## src/rtl/spi_slave_responder.sv

```systemverilog
// spi_slave_responder: SPI mode-0, MSB-first, 8-bit slave with oversampled inputs.
// Received bytes are delivered as a one-cycle rx_valid strobe. In the same transfer,
// the locally queued tx byte (or IDLE_BYTE when nothing is queued) is shifted out on miso.
// Optional feature macro: SPI_SLAVE_OVERRUN_EN (adds rx_ack input and sticky overrun output).
module spi_slave_responder #(
    parameter int unsigned SYNC_STAGES = 2,
    parameter logic [7:0]  IDLE_BYTE   = 8'hFF
) (
    input  logic       clk,
    input  logic       rst,
    input  logic       ss,
    input  logic       sck,
    input  logic       mosi,
    output logic       miso,
    input  logic [7:0] tx_data,
    input  logic       tx_load,
    output logic       tx_ready,
    output logic [7:0] rx_data,
    output logic       rx_valid,
`ifdef SPI_SLAVE_OVERRUN_EN
    input  logic       rx_ack,
    output logic       overrun,
`endif
    output logic       busy
);

    typedef enum logic {
        IDLE,
        SHIFT
    } state_t;

    logic [SYNC_STAGES-1:0] ss_sync_q;
    logic [SYNC_STAGES-1:0] sck_sync_q;
    logic [SYNC_STAGES-1:0] mosi_sync_q;
    logic                   ss_prev_q;
    logic                   sck_prev_q;

    logic ss_s, sck_s, mosi_s;
    logic ss_fall, ss_rise, sck_rise, sck_fall;

    state_t     state_q, state_d;
    logic [2:0] bit_cnt_q, bit_cnt_d;
    logic [6:0] rx_shift_q, rx_shift_d;
    logic [7:0] rx_data_q, rx_data_d;
    logic       rx_valid_q, rx_valid_d;
    logic [7:0] shift_tx_q, shift_tx_d;
    logic       miso_q, miso_d;
    logic       reload_q, reload_d;
    logic [7:0] txbuf_q, txbuf_d;
    logic       txfull_q, txfull_d;

    logic       consume;
    logic       sample_en;
    logic [7:0] next_tx;

    // Synchronize the asynchronous SPI pins and keep the previous sample for edge detection.
    always_ff @(posedge clk) begin
        if (!rst) begin
            ss_sync_q   <= '1;
            sck_sync_q  <= '0;
            mosi_sync_q <= '0;
            ss_prev_q   <= 1'b1;
            sck_prev_q  <= 1'b0;
        end else begin
            ss_sync_q   <= {ss_sync_q[SYNC_STAGES-2:0], ss};
            sck_sync_q  <= {sck_sync_q[SYNC_STAGES-2:0], sck};
            mosi_sync_q <= {mosi_sync_q[SYNC_STAGES-2:0], mosi};
            ss_prev_q   <= ss_sync_q[SYNC_STAGES-1];
            sck_prev_q  <= sck_sync_q[SYNC_STAGES-1];
        end
    end

    assign ss_s     = ss_sync_q[SYNC_STAGES-1];
    assign sck_s    = sck_sync_q[SYNC_STAGES-1];
    assign mosi_s   = mosi_sync_q[SYNC_STAGES-1];
    assign ss_fall  = ss_prev_q & ~ss_s;
    assign ss_rise  = ~ss_prev_q & ss_s;
    assign sck_rise = ~sck_prev_q & sck_s;
    assign sck_fall = sck_prev_q & ~sck_s;
    assign next_tx  = txfull_q ? txbuf_q : IDLE_BYTE;

    // Next-state logic for the transfer FSM, shift registers and tx holding buffer.
    always_comb begin
        state_d    = state_q;
        bit_cnt_d  = bit_cnt_q;
        rx_shift_d = rx_shift_q;
        rx_data_d  = rx_data_q;
        rx_valid_d = 1'b0;
        shift_tx_d = shift_tx_q;
        miso_d     = miso_q;
        reload_d   = reload_q;
        txbuf_d    = txbuf_q;
        txfull_d   = txfull_q;
        consume    = 1'b0;
        sample_en  = 1'b0;

        unique case (state_q)
            IDLE: begin
                miso_d = 1'b0;
                if (ss_fall) begin
                    consume    = 1'b1;
                    shift_tx_d = next_tx;
                    miso_d     = next_tx[7];
                    bit_cnt_d  = '0;
                    reload_d   = 1'b0;
                    state_d    = SHIFT;
                    // An sck rise seen together with the ss fall is sampled after the load.
                    sample_en  = sck_rise;
                end
            end
            SHIFT: begin
                if (ss_rise) begin
                    state_d   = IDLE;
                    bit_cnt_d = '0;
                    miso_d    = 1'b0;
                    reload_d  = 1'b0;
                end else if (!ss_s) begin
                    if (sck_rise) begin
                        sample_en = 1'b1;
                    end else if (sck_fall) begin
                        if (reload_q) begin
                            consume    = 1'b1;
                            shift_tx_d = next_tx;
                            miso_d     = next_tx[7];
                            reload_d   = 1'b0;
                        end else if (bit_cnt_q != 3'd0) begin
                            shift_tx_d = {shift_tx_q[6:0], 1'b0};
                            miso_d     = shift_tx_q[6];
                        end
                    end
                end
            end
            default: state_d = IDLE;
        endcase

        if (sample_en) begin
            rx_shift_d = {rx_shift_q[5:0], mosi_s};
            if (bit_cnt_d == 3'd7) begin
                rx_data_d  = {rx_shift_q, mosi_s};
                rx_valid_d = 1'b1;
                bit_cnt_d  = '0;
                reload_d   = 1'b1;
            end else begin
                bit_cnt_d = bit_cnt_d + 3'd1;
            end
        end

        // Consume first, then a same-cycle load refills the now-empty buffer.
        if (consume) begin
            txfull_d = 1'b0;
        end
        if (tx_load && !txfull_d) begin
            txbuf_d  = tx_data;
            txfull_d = 1'b1;
        end
    end

    // State and datapath registers.
    always_ff @(posedge clk) begin
        if (!rst) begin
            state_q    <= IDLE;
            bit_cnt_q  <= '0;
            rx_shift_q <= '0;
            rx_data_q  <= '0;
            rx_valid_q <= 1'b0;
            shift_tx_q <= '0;
            miso_q     <= 1'b0;
            reload_q   <= 1'b0;
            txbuf_q    <= '0;
            txfull_q   <= 1'b0;
        end else begin
            state_q    <= state_d;
            bit_cnt_q  <= bit_cnt_d;
            rx_shift_q <= rx_shift_d;
            rx_data_q  <= rx_data_d;
            rx_valid_q <= rx_valid_d;
            shift_tx_q <= shift_tx_d;
            miso_q     <= miso_d;
            reload_q   <= reload_d;
            txbuf_q    <= txbuf_d;
            txfull_q   <= txfull_d;
        end
    end

`ifdef SPI_SLAVE_OVERRUN_EN
    logic rx_pending_q, rx_pending_d;
    logic overrun_q, overrun_d;

    // Track unacknowledged bytes; a completion while one is pending flags a sticky overrun.
    always_comb begin
        rx_pending_d = rx_pending_q;
        overrun_d    = overrun_q;
        if (rx_ack) begin
            rx_pending_d = 1'b0;
            overrun_d    = 1'b0;
        end else if (rx_valid_q && rx_pending_q) begin
            overrun_d = 1'b1;
        end
        if (rx_valid_q) begin
            rx_pending_d = 1'b1;
        end
    end

    // Pending/overrun registers.
    always_ff @(posedge clk) begin
        if (!rst) begin
            rx_pending_q <= 1'b0;
            overrun_q    <= 1'b0;
        end else begin
            rx_pending_q <= rx_pending_d;
            overrun_q    <= overrun_d;
        end
    end

    assign overrun = overrun_q;
`endif

    assign miso     = miso_q;
    assign tx_ready = ~txfull_q;
    assign rx_data  = rx_data_q;
    assign rx_valid = rx_valid_q;
    assign busy     = ~ss_s;

endmodule
```

## config.mk

```make
export PLATFORM = sky130hd
export DESIGN_NAME = spi_slave_responder
export DESIGN_NICKNAME = d
export VERILOG_FILES = /design/src/rtl/spi_slave_responder.sv
export SDC_FILE = /design/constraint.sdc
export NUM_CORES = 1
export LEC_CHECK = 0
export ABC_CLOCK_PERIOD_IN_PS = 2180
export CAP_MARGIN = 10
export CELL_PAD_IN_SITES_DETAIL_PLACEMENT = 1
export CELL_PAD_IN_SITES_GLOBAL_PLACEMENT = 1
export CORE_ASPECT_RATIO = 0.8
export CORE_UTILIZATION = 35
export CTS_CLUSTER_SIZE = 8
export DETAILED_ROUTE_END_ITERATION = 10
export PLACE_DENSITY = 0.69
export SLEW_MARGIN = 20
export SYNTH_ARGS = -nofsm -noshare
export SYNTH_HDL_FRONTEND = slang
export SYNTH_SLANG_ARGS = --single-unit
```

## constraint.sdc

```tcl
create_clock -name clk -period 2.18 [get_ports clk]
set_input_delay 0.545 -clock clk [delete_from_list [all_inputs] [get_ports clk]]
set_output_delay 0.545 -clock clk [all_outputs]
set_load 0.05 [all_outputs]
```

======== Word-level counts from Yosys, hierarchy flattened ========
Index checks and enable logic that the tools add are counted.
word-level totals
  flip-flop bits (word level) ............. 46
  bits in latches ......................... 0
  bits in writable memories ............... 0
  memory bits (read-only) ................. 0
  input bits .............................. 14
  output and inout bits ................... 12
  word-level logic and storage cells ...... 91
  memories ................................ 0
cells by class
  $add $sub $neg .......................... 1
  multiply operators ...................... 0
  div/mod/pow operators ................... 0
  order comparisons ....................... 0
  eq/ne operators ......................... 11
  shifts and indexed selects .............. 0
  muxes and demuxes ....................... 47
  bitwise operators ....................... 10
  reduce and logical (&&, ||, !) cells .... 7
operator list
  kind                                                    count
  two-way mux 7 bit                                       7
  two-way mux 1 bit                                       28
  case mux 7 bit (2 select lines)                         1
  two-way mux 3 bit                                       4
  inequality test 2 bit (second input constant)           5
  case mux 1 bit (2 select lines)                         5
  inequality test 3 bit (second input constant)           3
  two-way mux 8 bit                                       1
  inverter 1 bit                                          6
  case mux 3 bit (2 select lines)                         1
  AND reduction 6 bit                                     1
  AND 1 bit                                               4
  inequality test 4 x 2 -> 1 bit (second input constant)  1
  AND reduction 2 bit                                     2
  AND reduction 4 bit                                     1
  adder 3 x 1 -> 3 bit (second input constant)            1
  == test 3 bit (second input constant)                   1
  inequality test 3 x 1 -> 1 bit (second input constant)  1
  nonzero test 3 bit                                      1
  logical AND 1 bit                                       1
  zero test 1 bit                                         1

======== Longest topological paths before layout ========
  depth in word-level cells ............... 11
  mapped depth ............................ 9

======== Worst setup path before layout ========
OpenSTA, ideal clock, no wires.
  path type ............................... register -> register
  start ................................... register state_q
  end ..................................... register rx_data_q[0], in the netlist rx_data[0]
  library setup time ...................... 117 ps
  arrival time ............................ 1716 ps
  data required time ...................... 2063 ps
  slack ................................... 346 ps
  stages on the path, launching flop included .. 10
  path buffers ............................ 2
  period minus slack after synthesis ...... 1834 ps
  path through ............................ dfxtp_1 > buf_6 > nor3b_2 > nor3b_1 > ha_1 > ha_1 > nand4b_1 > buf_2 > mux2i_1 > nor2b_1
between the ends
  longest elaborated chain between the ends .. 4
  elaborated cells on any way between the ends .. 5
ends and longest elaborated chain
  item                                      line  RTL
  from (decl)                               41    state_t state_q, state_d;
  from (signal assigned)                    172   state_q <= state_d;
  inverter 1 bit                            --
  case mux 3 bit (2 select lines)           97    unique case (state_q)
  == test 3 bit                             138   if (bit_cnt_d == 3'd7) begin
  AND reduction 2 bit (no source line) (*)  --
  to (signal assigned)                      175   rx_data_q <= rx_data_d;
  to (decl)                                 44    logic [7:0] rx_data_q, rx_data_d;
Mark *: on every way between the ends. The rest lies on a longest branch, timed or not.
A chain may end at the register's enable or synchronous reset.

======== Worst setup path after layout ========
  start ................................... register rx_data_q[4], in the netlist rx_data[4]
  end ..................................... output rx_data[4]
RTL lines
  item       line  RTL
  to (decl)  18    output logic [7:0] rx_data,
No word-level cell between the ends.

==> out/qor.yml <==
finalClockSkew_ns: 0.00656
wl_per_cell_um: 12.9
cpPeakStageDelay_ns: 0.81
ctsHoldBuffers: 0
cp-end-kind: "output pin"
p_leak_nw: 0.941
grt.total_usage: 0.144
synth_top_area_frac: 0.467
multi_input_area_um2: 962
dp_hpwl_um: 2630
power_density_mw_per_mm2: 689
worst-r2r-cell-count: 8
first_pass_iters: 4
synth_top_family_by_area: "simple AND/OR/NAND/NOR gates"
synthTopCellsByArea: "dfxtp_1 (47%), mux2i_1 (16%), nor2b_1 (6.7%)"
synth.distinct_cells: 33
clk_path_buf_depth: 2
synthCells: 196
final.setup.tns_ns: 0
core_area_mm2: 0.00544
setup_violations: 0
grt_pass1_vias: 1342
dp.cells: 291
yosys_warnings: 0
crit_type: "reg2out"
synth_area_mm2: 0.00197
die_w_um: 85.9
start_util: 0.363
cts-root-buf: "clkbuf_8"
hold_viol: 0
cts_htree_levels: 2
crit_buf_inv: 1
ant_nets: 0
io_buffers: 25
overflow: 0
drv_cap: 0
worstHoldPathCells: 1
grt_setup_unrepaired: "false"
pwr-share-seq: 0.528
syn_to_final_growth_pct: 22.5
fill_cells: 618
synth-seq-cells: 46
synth_mux_area_frac: 0.162
synth.largest_area_cell: "dfxtp_1"
grt_pass1_wl_um: 6610
power.share.switching: 0.229
grt_max_degree: 43
synth_xor_area_frac: 0
cellInternalPower_w: 0.00128
layout-drive-gt1-share: 0.0905
vdd_drop_max_uv: 325
cp.required_ns: 1.63
dieArea_mm2: 0.00594
synth_most_common_cell: "dfxtp_1"
synth-simple-area-share: 0.234
clockPowerShare: 0.382
vias: 1354
path_max_fanout: 2
synth_edf_count: 0
cts_tree: "done"
syn_avg_cell_area_um2: 10.1
synthAdderAreaFrac: 0.0127
drc: 0
antenna_found_initial: 0
ioPinCount: 26
fin_nets: 236
p_sw_w: 0.000381
worstHoldPathType: "reg2reg"
fin_cells: 299
post-route-period-util: 0.926
cp_slowest_cell: "clkdlybuf4s50_1"
rows: 24
crit_cells: 1
path_delay_family: "buffers and inverters"
clock_latency_ns: 0.30
crit_chain: "clkdlybuf4s50_1"
synth_common_cells: "dfxtp_1 (46), mux2i_1 (32), nand2_1 (26), nor2b_1 (21)"
cts_made_buffers: 5
startpoint_type: "flop"
dieHeight_um: 69.1
comb_power_share: 0.090
drtIter0Drc: 74
clk_pin_slew_ns: 0.09
async_flop_share: 0
min_period_ns: 2.02
worst_pin_slew_ns: 0.507
max_freq_mhz: 495
gp_congestion: 0.737
finalMaxSlewViolations: 0
synth-seq-area-share: 0.467
ys.flop_type: "dfxtp_1"
synth_compound_area_frac: 0.0768
relSlewSlack: 0.661
regArea_um2: 921
cp.arrival_ns: 1.47
status: "completed"
clock-sinks: 46
syn_nets: 212
routed_wl_um: 3850
avgViaCountPerCell: 4.53
diodes: 0
holdWs_ns: 0.409
-- timing repair --
item,4_1_cts,5_1_grt
gates resized for setup,0,1
setup buffers,0,0
endpoints found under the setup margin,0,8
-- cell type report --
| class | instances | area share |
|---|---|---|
| Multi-Input combinational cell | 132 | 0.398 |
| Sequential cell | 46 | 0.381 |
| Timing Repair Buffer | 31 | 0.128 |
| Tap cell | 78 | 0.0404 |
| Clock buffer | 6 | 0.0300 |
| Clock inverter | 2 | 0.0155 |
| Inverter | 4 | 0.00621 |
-- sequential cells by signal, summed over array words and instances (netlist names), 2 cells and up --
| register | cells |
|---|---|
| rx_data | 8 |
| txbuf_q | 8 |
| rx_shift_q | 7 |
| shift_tx_q | 7 |
| bit_cnt_q | 3 |
| mosi_sync_q | 2 |
| sck_sync_q | 2 |
| ss_sync_q | 2 |
-- cells by family after synthesis --
kind of cell,count (synthesis)
buffers and inverters,18
flip-flops,46
AO/OA/AOI/OAI,19
AND/OR/NAND/NOR,79
adder cells (fa/ha/maj),2
multiplexers,32
-- placed cells by master, fill, tap and decap left out, drive strengths merged --
| cell | Yosys | final |
|---|---|---|
| nand3b | 6 | 6 |
| buf | 7 | 9 |
| inv | 4 | 4 |
| a221o | 1 | 1 |
| nor2 | 2 | 2 |
| a2111oi | 1 | 1 |
| ha | 2 | 2 |
| bufinv | 0 | 1 |
| clkbuf | 7 | 6 |
| and3b | 2 | 2 |
| o21a | 3 | 3 |
| mux2i | 32 | 32 |
| o22ai | 1 | 1 |
| nor3 | 1 | 1 |
| nor2b | 21 | 21 |
| o211ai | 7 | 7 |
| clkinvlp | 0 | 1 |
| nand4b | 1 | 1 |
| a21boi | 2 | 2 |
| nor3b | 6 | 6 |
| o21ba | 1 | 1 |
| o311a | 1 | 1 |
| clkdlybuf4s50 | 0 | 22 |
| nand2 | 26 | 26 |
| a31oi | 1 | 1 |
| and3 | 1 | 1 |
| nor4 | 1 | 1 |
| nand2b | 4 | 4 |
| dfxtp | 46 | 46 |
| or2b | 1 | 1 |
| and2 | 7 | 7 |
| a311o | 1 | 1 |
-- worst paths after layout --
path,from,end,slack (ns)
hold reg to reg,ss_sync_q[0]$_SDFF_PN1_,ss_sync_q[1]$_SDFF_PN1_,0.41
setup reg to reg,ss_prev_q$_SDFF_PN1_,rx_data[5]$_SDFFE_PN0P_,0.17
hold / removal,ss_sync_q[0]$_SDFF_PN1_,ss_sync_q[1]$_SDFF_PN1_,0.41
setup / recovery,rx_data[4]$_SDFFE_PN0P_,rx_data[4],0.16
-- per-layer routing --
metal,GRT usage,vias up,part of all wire
met5,0,-,0
met4,0.0389,0,0.0039
met3,0.0539,2,0.041
met2,0.188,19,0.39
met1,0.218,618,0.56
li1,-,715,-
-- power groups by stage --
stage,sequential [W],combinational (W),clock (W)
6_report,0.000879,0.000149,0.000636
5_1_grt,0.000882,0.000164,0.000701
4_1_cts,0.000879,0.000151,0.000662
3_5_place_dp,0.000899,0.000150,0
3_3_place_gp,0.000898,0.000149,0
2_1_floorplan,0.000900,0.0000985,0
-- through the flow --
| step | util | setup WS, ns | instance area, µm² | total power [W] |
|---|---|---|---|---|
| 4_1_cts | 0.444 | 0.109 | 2410 | 0.00169 |
| 2_1_floorplan | - | 0.346 | 1970 | 0.000998 |
| 6_report | 0.445 | 0.161 | 2420 | 0.00166 |
| 3_5_place_dp | 0.423 | 0.131 | 2300 | 0.00105 |
| 5_1_grt | 0.445 | 0.0116 | 2420 | 0.00175 |
| 3_3_place_gp | 0.423 | 0.207 | 2300 | 0.00105 |
(Power assumes the default switching activity.)
